`config.mk`:
```
export PLATFORM = sky130hd
export DESIGN_NAME = alu_stage_ctrl_flat
export DESIGN_NICKNAME = d
export VERILOG_FILES = /design/src/rtl/alu_stage_ctrl_if.sv /design/src/rtl/alu_stage_ctrl.sv /design/src/flat_wrapper.sv
export SDC_FILE = /design/constraint.sdc
export NUM_CORES = 1
export LEC_CHECK = 0
export BUFFER_PORTS_ARGS = -buffer_cell sky130_fd_sc_hd__buf_2
export CORE_UTILIZATION = 48
export DETAILED_ROUTE_END_ITERATION = 8
export PLACE_DENSITY_LB_ADDON = 0.3
export SYNTH_ARGS = -nofsm -noshare
export SYNTH_HDL_FRONTEND = slang
export SYNTH_SLANG_ARGS = --single-unit
```
`constraint.sdc`:
```
create_clock -name CLK100MHZ -period 2 [get_ports CLK100MHZ]
set_clock_uncertainty 0.05 [all_clocks]
set_input_delay 0 -clock CLK100MHZ [delete_from_list [all_inputs] [get_ports CLK100MHZ]]
set_output_delay 0 -clock CLK100MHZ [all_outputs]
set_load 0.03 [all_outputs]
```
`src/rtl/alu_stage_ctrl_if.sv`:
```
// Panel/ALU bus bundle for the ALU stage controller.
interface alu_stage_ctrl_if;
  localparam int unsigned DW = 16;

  logic          next_pulse;
  logic          back_pulse;
  logic          chain_pulse;
  logic [DW-1:0] sw;
  logic [DW-1:0] alu_result;
  logic          alu_status;
  logic [DW-1:0] op1;
  logic [DW-1:0] op2;
  logic [1:0]    opcode;
  logic [1:0]    state;
  logic [DW-1:0] result_q;
  logic          err;
  logic          led_r;
  logic          led_g;

  // Controller side.
  modport slave (
    input  next_pulse, back_pulse, chain_pulse, sw, alu_result, alu_status,
    output op1, op2, opcode, state, result_q, err, led_r, led_g
  );

  // Panel/ALU side.
  modport master (
    output next_pulse, back_pulse, chain_pulse, sw, alu_result, alu_status,
    input  op1, op2, opcode, state, result_q, err, led_r, led_g
  );
endinterface

```
`src/rtl/alu_stage_ctrl.sv`:
```
// Operand/opcode entry sequencer for a switch-driven ALU: OP1 -> OP2 -> OPC -> RES.
// Optional feature macro: ALU_CHAIN_EN (chain_pulse in RES feeds result_q back into op1).
module alu_stage_ctrl #(
  parameter int unsigned TIMEOUT_CYC = 1_000_000_000
) (
  input  logic           CLK100MHZ,
  input  logic           CPU_RESETN,
  alu_stage_ctrl_if.slave bus
);
  localparam int unsigned DW = 16;
  localparam int unsigned CW = 32;
  localparam bit          TO_EN   = (TIMEOUT_CYC != 0);
  localparam logic [CW-1:0] TO_LAST = (TIMEOUT_CYC == 0) ? '0 : CW'(TIMEOUT_CYC - 1);

  typedef enum logic [1:0] {
    S_OP1 = 2'd0,
    S_OP2 = 2'd1,
    S_OPC = 2'd2,
    S_RES = 2'd3
  } state_t;

  state_t        state_q, state_d;
  logic [DW-1:0] op1_q, op1_d;
  logic [DW-1:0] op2_q, op2_d;
  logic [1:0]    opc_q, opc_d;
  logic [DW-1:0] res_q, res_d;
  logic          err_q, err_d;
  logic          first_q, first_d;
  logic [CW-1:0] idle_q, idle_d;
  logic          armed_q;

  logic [1:0]    req_cnt;
  logic          req_vld;
  logic          do_next;
  logic          do_back;
`ifdef ALU_CHAIN_EN
  logic          do_chain;
`endif
  logic          to_hit;

  // Qualify requests: exactly one pulse high, never on the first edge after reset release.
  always_comb begin
    req_cnt = 2'(bus.next_pulse) + 2'(bus.back_pulse) + 2'(bus.chain_pulse);
    req_vld = armed_q && (req_cnt == 2'd1);
    do_next = req_vld && bus.next_pulse;
    do_back = req_vld && bus.back_pulse;
`ifdef ALU_CHAIN_EN
    do_chain = req_vld && bus.chain_pulse;
`endif
    to_hit  = TO_EN && (idle_q == TO_LAST);
  end

  // Next-state, register loads, result capture and inactivity counting.
  always_comb begin
    state_d = state_q;
    op1_d   = op1_q;
    op2_d   = op2_q;
    opc_d   = opc_q;
    res_d   = res_q;
    err_d   = err_q;

    // ALU inputs settle during the first RES cycle; capture at its end.
    if (state_q == S_RES && first_q) begin
      res_d = bus.alu_result;
      err_d = bus.alu_status;
    end

    case (state_q)
      S_OP1: begin
        if (do_next) begin
          op1_d   = bus.sw;
          state_d = S_OP2;
        end
      end
      S_OP2: begin
        if (do_next) begin
          op2_d   = bus.sw;
          state_d = S_OPC;
        end else if (do_back) begin
          state_d = S_OP1;
        end
      end
      S_OPC: begin
        if (do_next) begin
          opc_d   = bus.sw[1:0];
          state_d = S_RES;
        end else if (do_back) begin
          state_d = S_OP2;
        end
      end
      S_RES: begin
        if (do_next) begin
          err_d   = 1'b0;
          state_d = S_OP1;
        end else if (do_back) begin
          err_d   = 1'b0;
          state_d = S_OPC;
`ifdef ALU_CHAIN_EN
        end else if (do_chain) begin
          op1_d   = res_q;
          err_d   = 1'b0;
          state_d = S_OP2;
`endif
        end else if (to_hit) begin
          err_d   = 1'b0;
          state_d = S_OP1;
        end
      end
      default: state_d = S_OP1;
    endcase

    first_d = (state_d == S_RES) && (state_q != S_RES);
    idle_d  = (state_q == S_RES && state_d == S_RES && !req_vld) ? idle_q + CW'(1) : '0;
  end

  // State and datapath registers.
  always_ff @(posedge CLK100MHZ or negedge CPU_RESETN) begin
    if (!CPU_RESETN) begin
      state_q <= S_OP1;
      op1_q   <= '0;
      op2_q   <= '0;
      opc_q   <= '0;
      res_q   <= '0;
      err_q   <= 1'b0;
      first_q <= 1'b0;
      idle_q  <= '0;
      armed_q <= 1'b0;
    end else begin
      state_q <= state_d;
      op1_q   <= op1_d;
      op2_q   <= op2_d;
      opc_q   <= opc_d;
      res_q   <= res_d;
      err_q   <= err_d;
      first_q <= first_d;
      idle_q  <= idle_d;
      armed_q <= 1'b1;
    end
  end

  assign bus.op1      = op1_q;
  assign bus.op2      = op2_q;
  assign bus.opcode   = opc_q;
  assign bus.state    = state_q;
  assign bus.result_q = res_q;
  assign bus.err      = err_q;
  assign bus.led_g    = (state_q == S_RES) && !err_q;
  assign bus.led_r    = (state_q == S_RES) && err_q;
endmodule

```
`src/flat_wrapper.sv`:
```
// flat-port wrapper written by rule: the top's interface ports become plain ports
module alu_stage_ctrl_flat 
#(
  parameter int unsigned TIMEOUT_CYC = 1_000_000_000
)
  (CLK100MHZ, CPU_RESETN, bus_next_pulse, bus_back_pulse, bus_chain_pulse, bus_sw, bus_alu_result, bus_alu_status, bus_op1, bus_op2, bus_opcode, bus_state, bus_result_q, bus_err, bus_led_r, bus_led_g);
  alu_stage_ctrl_if bus_i ();
  input  logic CLK100MHZ;
  input  logic CPU_RESETN;
  input wire logic [$bits(bus_i.next_pulse)-1:0] bus_next_pulse;
  input wire logic [$bits(bus_i.back_pulse)-1:0] bus_back_pulse;
  input wire logic [$bits(bus_i.chain_pulse)-1:0] bus_chain_pulse;
  input wire logic [$bits(bus_i.sw)-1:0] bus_sw;
  input wire logic [$bits(bus_i.alu_result)-1:0] bus_alu_result;
  input wire logic [$bits(bus_i.alu_status)-1:0] bus_alu_status;
  output wire logic [$bits(bus_i.op1)-1:0] bus_op1;
  output wire logic [$bits(bus_i.op2)-1:0] bus_op2;
  output wire logic [$bits(bus_i.opcode)-1:0] bus_opcode;
  output wire logic [$bits(bus_i.state)-1:0] bus_state;
  output wire logic [$bits(bus_i.result_q)-1:0] bus_result_q;
  output wire logic [$bits(bus_i.err)-1:0] bus_err;
  output wire logic [$bits(bus_i.led_r)-1:0] bus_led_r;
  output wire logic [$bits(bus_i.led_g)-1:0] bus_led_g;
  assign bus_i.next_pulse = bus_next_pulse;
  assign bus_i.back_pulse = bus_back_pulse;
  assign bus_i.chain_pulse = bus_chain_pulse;
  assign bus_i.sw = bus_sw;
  assign bus_i.alu_result = bus_alu_result;
  assign bus_i.alu_status = bus_alu_status;
  assign bus_op1 = bus_i.op1;
  assign bus_op2 = bus_i.op2;
  assign bus_opcode = bus_i.opcode;
  assign bus_state = bus_i.state;
  assign bus_result_q = bus_i.result_q;
  assign bus_err = bus_i.err;
  assign bus_led_r = bus_i.led_r;
  assign bus_led_g = bus_i.led_g;
  alu_stage_ctrl #(.TIMEOUT_CYC(TIMEOUT_CYC)) u_core (.CLK100MHZ(CLK100MHZ), .CPU_RESETN(CPU_RESETN), .bus(bus_i));
endmodule
```
==> results.txt, run 1 <==
GRT Overall Usage - 23.0%
WHS - 37.4 ps
Vias - 3,022
clk buf depth - 2
GP Congestion - 0.794
Mapped Area - 3800 um2
Avg Synthesized Cell Area - 12.1 um2
FMAX - 459 MHz
Pint - 3300 uW
largest net degree at the start of global routing - 45
crit path time final - 2180 ps
flop and latch count out of synthesis - 87
Pwr per Cell Area - 1020 nW/um2
Critical Path AT - 2380 ps
leak pwr - 0.00236 uW
CP Launch Type - register
failing checks - negative setup slack
CTS tree - done
antenna cell count - 0
synth unique cells - 43
CTS Sinks - 87
Reg2Reg Depth - 5
later-pin clock latency in the skew report - 350 ps
multi-input logic area - 1590 um2
Hold Vio Cnt, Final - 0
CP required - 2200 ps
IO Pins - 93
Via density - 5.26
setup slack after layout - -181 ps
Initial Util - 49.5%
Pre-Repair DR Iteration Count - 4
Flop pwr share - 43.6%
Final period util - 109%
number of global-route vias before repair - 3,078
Die Y - 91.0 um
Die Width - 91.0 um
Rel. slew slack - 58.9%
drt total wl - 8.96 mm
layout cell share with drive strength beyond 1 - 40.2%
Sw Pwr - 1930 uW
part of the power in the clock network - 24.2%
FF/Latch Area - 2180 um2
Top FF cell, synth - dfrtp_1
Initial DRC Count - 159
Synth Instances - 315
Rows - 32
DP HPWL - 5.82 mm
Worst Max-Slew Pin Slew - 615 ps
Fill cells - 601
initial antenna violation count - 0
# H-tree levels - 3
hold depth - 4
CP Class - register to register
total grt overflow - 0
die footprint - 8280 um2
Seq/Total Area, Yosys - 57.2%
ys async rst share - 100%
Worst Setup End Kind - register
core area - 7690 um2
RSZ-0062 raised after global routing - yes
number of synthesized flops with an enable pin - 0
global-route wire length before repair - 14.9 mm
Mapped Nets - 355
Ys Warns - 0
final net count - 508
Pwr Total - 5240 uW
maximum VDD drop - 1100 uV
worst hold path class - input pin to register
max-slew violations - 0
status - finished with violations
root buffer cell - clkbuf_8
number of CTS-inserted buffers - 9
antenna viol nets, final - 0
sw frac - 37.0%
Comb pwr share - 32.1%
maximum fanout along the worst path - 5
# DRC - 0
Final setup viols - 21
I/O Buffers - 92
drt wl/cell - 15.6 um
post-route setup TNS - -2210 ps
area delta synth->final - 34.8%
maxcap violations - 0
clk slew on worst S/H paths - 90 ps
-- routing by layer --
layer | part of all wire (%) | vias to the layer above | global-route usage, %
li1 | - | 1411 | -
met1 | 44 | 1508 | 30.0
met2 | 49 | 92 | 38.1
met3 | 5.4 | 11 | 5.86
met4 | 1.2 | 0 | 6.35
met5 | 0 | - | 0
-- cells by family after synthesis --
| kind of cell | count (synthesis) | share of synthesized area (%) |
|---|---|---|
| muxes | 50 | 14.8 |
| xor gates and xnor gates | 25 | 5.76 |
| DFF | 87 | 57.2 |
| other | 1 | 0.0986 |
| AOI/OAI and AO/OA | 17 | 2.96 |
| and+or+nand+nor | 119 | 16.6 |
| adders and majority gates | 2 | 0.855 |
| buffers and inverters | 14 | 1.71 |
-- cells in the final DEF (no fill, tap or decap), types with 4 or more instances in the layout --
| cell type | n |
|---|---|
| xor2_1 | 18 |
| dfrtp_1 | 87 |
| a21oi_1 | 6 |
| clkbuf_8 | 9 |
| nand4_1 | 13 |
| nand3_1 | 18 |
| and3_1 | 4 |
| mux2_2 | 50 |
| nor2_1 | 37 |
| nor3_1 | 5 |
| buf_4 | 23 |
| dlygate4sd3_1 | 34 |
| inv_1 | 6 |
| buf_2 | 91 |
| xnor2_1 | 7 |
| nand2_1 | 17 |
-- what timing repair did --
| item | in CTS | in global routing |
|---|---|---|
| gates cloned | 0 | 0 |
| gates resized for setup | 1 | 3 |
| buffers inserted | 0 | 0 |
| pin swaps | 0 | 1 |
| endpoints found under the setup margin | 21 | 22 |
| hold buffers | 34 | 0 |
| endpoints found under the hold margin | 137 | 0 |
-- cell usage after synthesis (2+ instances only) --
library cell  count  area [um2]
o21a_1            2        15.0
nand4_1          13        81.3
nand3b_1          2        15.0
nand2_1          17        63.8
mux2_2           50         563
nor3_1            6        30.0
xnor2_1           7        61.3
inv_1             6        22.5
or3_1             2        12.5
xor2_1           18         158
nor2_1           38         143
a21oi_1           6        30.0
dfrtp_1          87        2180
and3_1            4        25.0
clkbuf_1          6        22.5
o21ai_0           3        15.0
nand2b_1          2        12.5
nand3_1          18        90.1
nor4_1            2        12.5
nand4b_1          3        26.3
-- through the flow --
step / area [um2] / setup WS (ps) / utilization (%) / std cells
after floorplan: 3810 / -83.3 / - / 315
after global placement: 4560 / -172 / 59.4 / 525
after detailed placement: 4560 / -204 / 59.4 / 525
after CTS: 5110 / -159 / 66.5 / 575
after global routing: 5130 / -265 / 66.7 / 575
final: 5130 / -181 / 66.7 / 575
-- layout make-up --
cell class	count	area share (%)
clock buffers	9	2.42
clock inverters	7	1.56
well taps	102	2.49
multi-input cells	214	30.9
inverters	6	0.439
repair buffers	150	19.7
flip-flops and latches	87	42.5
-- critical path, cell delays in order, from the launching register on --
cell and delay, ps:
dfrtp_1 380, or4b_1 530, or4_4 440, nor4_4 250, and4b_1 250, a31o_1 180
-- state kept, by name, indices dropped and copies added, names as in the netlist --
| signal | flops |
|---|---|
| u_core.bus.result_q | 16 |
| u_core.first_q | 1 |
| u_core.bus.op1 | 16 |
| u_core.idle_q | 32 |
| u_core.bus.err | 1 |
| u_core.armed_q | 1 |
| u_core.bus.state | 2 |
| u_core.bus.opcode | 2 |
| u_core.bus.op2 | 16 |
-- final timing paths --
path,slack [ps],endpoint,startpoint
max,-180,u_core.idle_q[28]$_DFF_PN0_,u_core.idle_q[22]$_DFF_PN0_
min,40,u_core.bus.state[0]$_DFF_PN0_,bus_back_pulse
max reg2reg,-180,u_core.idle_q[28]$_DFF_PN0_,u_core.idle_q[22]$_DFF_PN0_
min reg2reg,460,u_core.bus.op2[13]$_DFFE_PN0P_,u_core.bus.op2[13]$_DFFE_PN0P_
max in group asynchronous,770,u_core.idle_q[2]$_DFF_PN0_,CPU_RESETN
min in group asynchronous,120,u_core.armed_q$_DFF_PN0_,CPU_RESETN
-- power groups by stage --
| stage | clock [uW] | sequential, uW | combinational [uW] |
|---|---|---|---|
| 2_1_floorplan | 0 | 3000 | 378 |
| 3_3_place_gp | 0 | 2290 | 1600 |
| 3_5_place_dp | 0 | 2310 | 1630 |
| 4_1_cts | 1280 | 2280 | 1680 |
| 5_1_grt | 1370 | 2330 | 1770 |
| 6_report | 1270 | 2280 | 1680 |
Note: power is estimated with default switching activity, not from simulation.
==> run 2, diff against run 1 <==
- CORE_UTILIZATION: 48 -> 50
- CTS_BUF_LIST: default -> sky130_fd_sc_hd__clkbuf_4 sky130_fd_sc_hd__clkbuf_8
==> run 2 against run 1 <==
The run still ends with negative setup slack left. Utilization grew 4.8 points. Clock-buffer cell count grew 2. Final area grew 1.7%. Wire length grew 4.7%. Register-to-register slack lost 50 ps. Critical path depth grew 1. Global-route usage grew 2.8 points. Fmax shrank 2.0%. Die area shrank 3.9%. Non-clock buffer count grew 6. Critical endpoint unchanged. Largest power group unchanged.
==> results.txt, run 2 (same netlist as run 1, synthesis figures left out) <==
Rel. slew slack - 63.6% (+4.7 points)
busiest grt layer - met2
Pwr Total - 5220 uW (-0.37%)
Die Y - 89.2 um (-2.0%)
drt wl/cell - 16.2 um (+3.9%)
area delta synth->final - 37.0%
GR Util met1 - 32.0% (+2.0 points)
crit path time final - 2230 ps (+45.6 ps)
Worst Max-Slew Pin Slew - 546 ps (-69.0 ps)
GRT Overall Usage - 25.7% (+2.8 points)
Die Width - 89.2 um (-2.0%)
layout cell share with drive strength beyond 1 - 42.7% (+2.5 points)
root buffer cell - clkbuf_8
Via density - 5.21 (-0.92%)
core area - 7290 um2 (-5.1%)
number of global-route vias before repair - 3,117 (+1.3%)
drt total wl - 9.38 mm (+4.7%)
number of CTS-inserted buffers - 9 (unchanged)
met3 GRT Util - 7.29% (+1.4 points)
CP Launch Type - register
GP Congestion - 0.839 (+5.6%)
Final setup viols - 21 (unchanged)
antenna cell count - 0 (unchanged)
later-pin clock latency in the skew report - 350 ps (about the same)
maxcap violations - 0 (unchanged)
die footprint - 7960 um2 (-3.9%)
most common cell after layout, fill and taps aside - buf_2
I/O Buffers - 92 (unchanged)
antenna viol nets, final - 0 (unchanged)
final net count - 515 (+1.4%)
Biggest register - u_core.idle_q
clk slew on worst S/H paths - 90 ps (about the same)
Place WS - -212 ps (-7.77 ps)
Initial DRC Count - 187 (+18%)
largest net degree at the start of global routing - 48 (+6.7%)
status - finished with violations
Hold Vio Cnt, Final - 0 (unchanged)
FMAX - 449 MHz (-2.0%)
Pwr per Cell Area - 1000 nW/um2 (-2.0%)
Fill cells - 536 (-11%)
Rows - 31 (-3.1%)
FF/Latch Area - 2180 um2 (unchanged)
Initial Util - 52.2% (+2.7 points)
Cell Count, Final, Fillers Out - 579 (+0.70%)
Pre-Repair DR Iteration Count - 4 (unchanged)
RSZ-0062 raised after global routing - yes
multi-input logic area - 1640 um2 (+3.3%)
CP Class - register to register
failing checks - negative setup slack
setup slack after layout - -226 ps (-45.6 ps)
maximum fanout along the worst path - 6 (+1)
worst hold path class - input pin to register
post-route setup TNS - -3330 ps (-1120 ps)
IO Pins - 93 (unchanged)
CTS Sinks - 87 (unchanged)
Largest register FFs - 32 (unchanged)
most frequent cells in the layout - 91 x buf_2, 87 x dfrtp_1, 50 x mux2_2
Vias - 3,015 (-0.23%)
Worst Setup End Kind - register
# DRC - 0 (unchanged)
maximum VDD drop - 893 uV (-19%)
initial antenna violation count - 0 (unchanged)
routing usage on met2 - 43.5% (+5.4 points)
dpl cells - 524 (-0.19%)
CTS tree - done
# H-tree levels - 3 (unchanged)
clk buf depth - 2 (unchanged)
total grt overflow - 0 (unchanged)
global-route wire length before repair - 15.1 mm (+0.78%)
Final period util - 111% (+2.3 points)
leak pwr - 0.00240 uW (+1.4%)
DP HPWL - 5.77 mm (-0.86%)
max-slew violations - 0 (unchanged)
Critical Path AT - 2420 ps (+40 ps)
CP required - 2190 ps (about the same)
[run 2: cell type report]
class / count / share of cell area, %
tap: 99 / 2.38
clock inverter: 5 / 1.13
timing repair buffer: 156 / 20.2
sequential: 87 / 41.8
clock buffer: 11 / 2.67
inverter: 6 / 0.432
multi-input combinational: 215 / 31.5
[run 2: critical path, stage by stage (launching register included)]
cell and delay, ps:
dfrtp_1 390, or4b_1 530, or4_4 440, nor4_4 150, buf_4 190, and4b_1 200, a31o_1 180
[run 2: power by group]
group          switching (uW)  total (uW)  internal [uW]  leakage (uW)
clock                     625        1230            606     0.0000964
sequential                193        2300           2100       0.00112
combinational            1090        1690            602       0.00118
[run 2: routing by layer]
| layer | wire length, um | share of wire, % | up-vias |
|---|---|---|---|
| li1 | - | - | 1424 |
| met1 | 4030 | 43 | 1477 |
| met2 | 4660 | 50 | 98 |
| met3 | 547 | 5.8 | 16 |
| met4 | 137 | 1.5 | 0 |
| met5 | 0 | 0 | - |
[run 2: what timing repair did]
action / in CTS / in global routing
endpoints found under the hold margin: 90 / 0
cloned: 1 / 0
pin swaps: 6 / 5
hold buffers: 33 / 0
gates resized for setup: 4 / 11
setup buffers: 2 / 3
setup endpoints to repair: 21 / 25
[run 2: path summary, 6_finish.rpt]
check,start,endpoint,slack [ps],depth (start not counted)
worst max-delay path,u_core.idle_q[22]$_DFF_PN0_,u_core.idle_q[28]$_DFF_PN0_,-230,6
worst min-delay path,bus_back_pulse,u_core.bus.state[0]$_DFF_PN0_,50,4
worst max register to register,u_core.idle_q[22]$_DFF_PN0_,u_core.idle_q[28]$_DFF_PN0_,-230,6
worst min register to register,u_core.bus.op2[13]$_DFFE_PN0P_,u_core.bus.op2[13]$_DFFE_PN0P_,460,1
max in group asynchronous,CPU_RESETN,u_core.bus.result_q[11]$_DFFE_PN0P_,1150,3
min in group asynchronous,CPU_RESETN,u_core.bus.op2[1]$_DFFE_PN0P_,110,2
[run 2: metrics by stage]
stage	util [%]	instance area, um2	hold WS, ps
final	71.5	5210	54.0
after floorplan	-	3810	-346
after global routing	71.5	5210	58.5
after detailed placement	62.7	4570	-29.9
after CTS	70.5	5140	49.1
after global placement	62.7	4570	-36.2
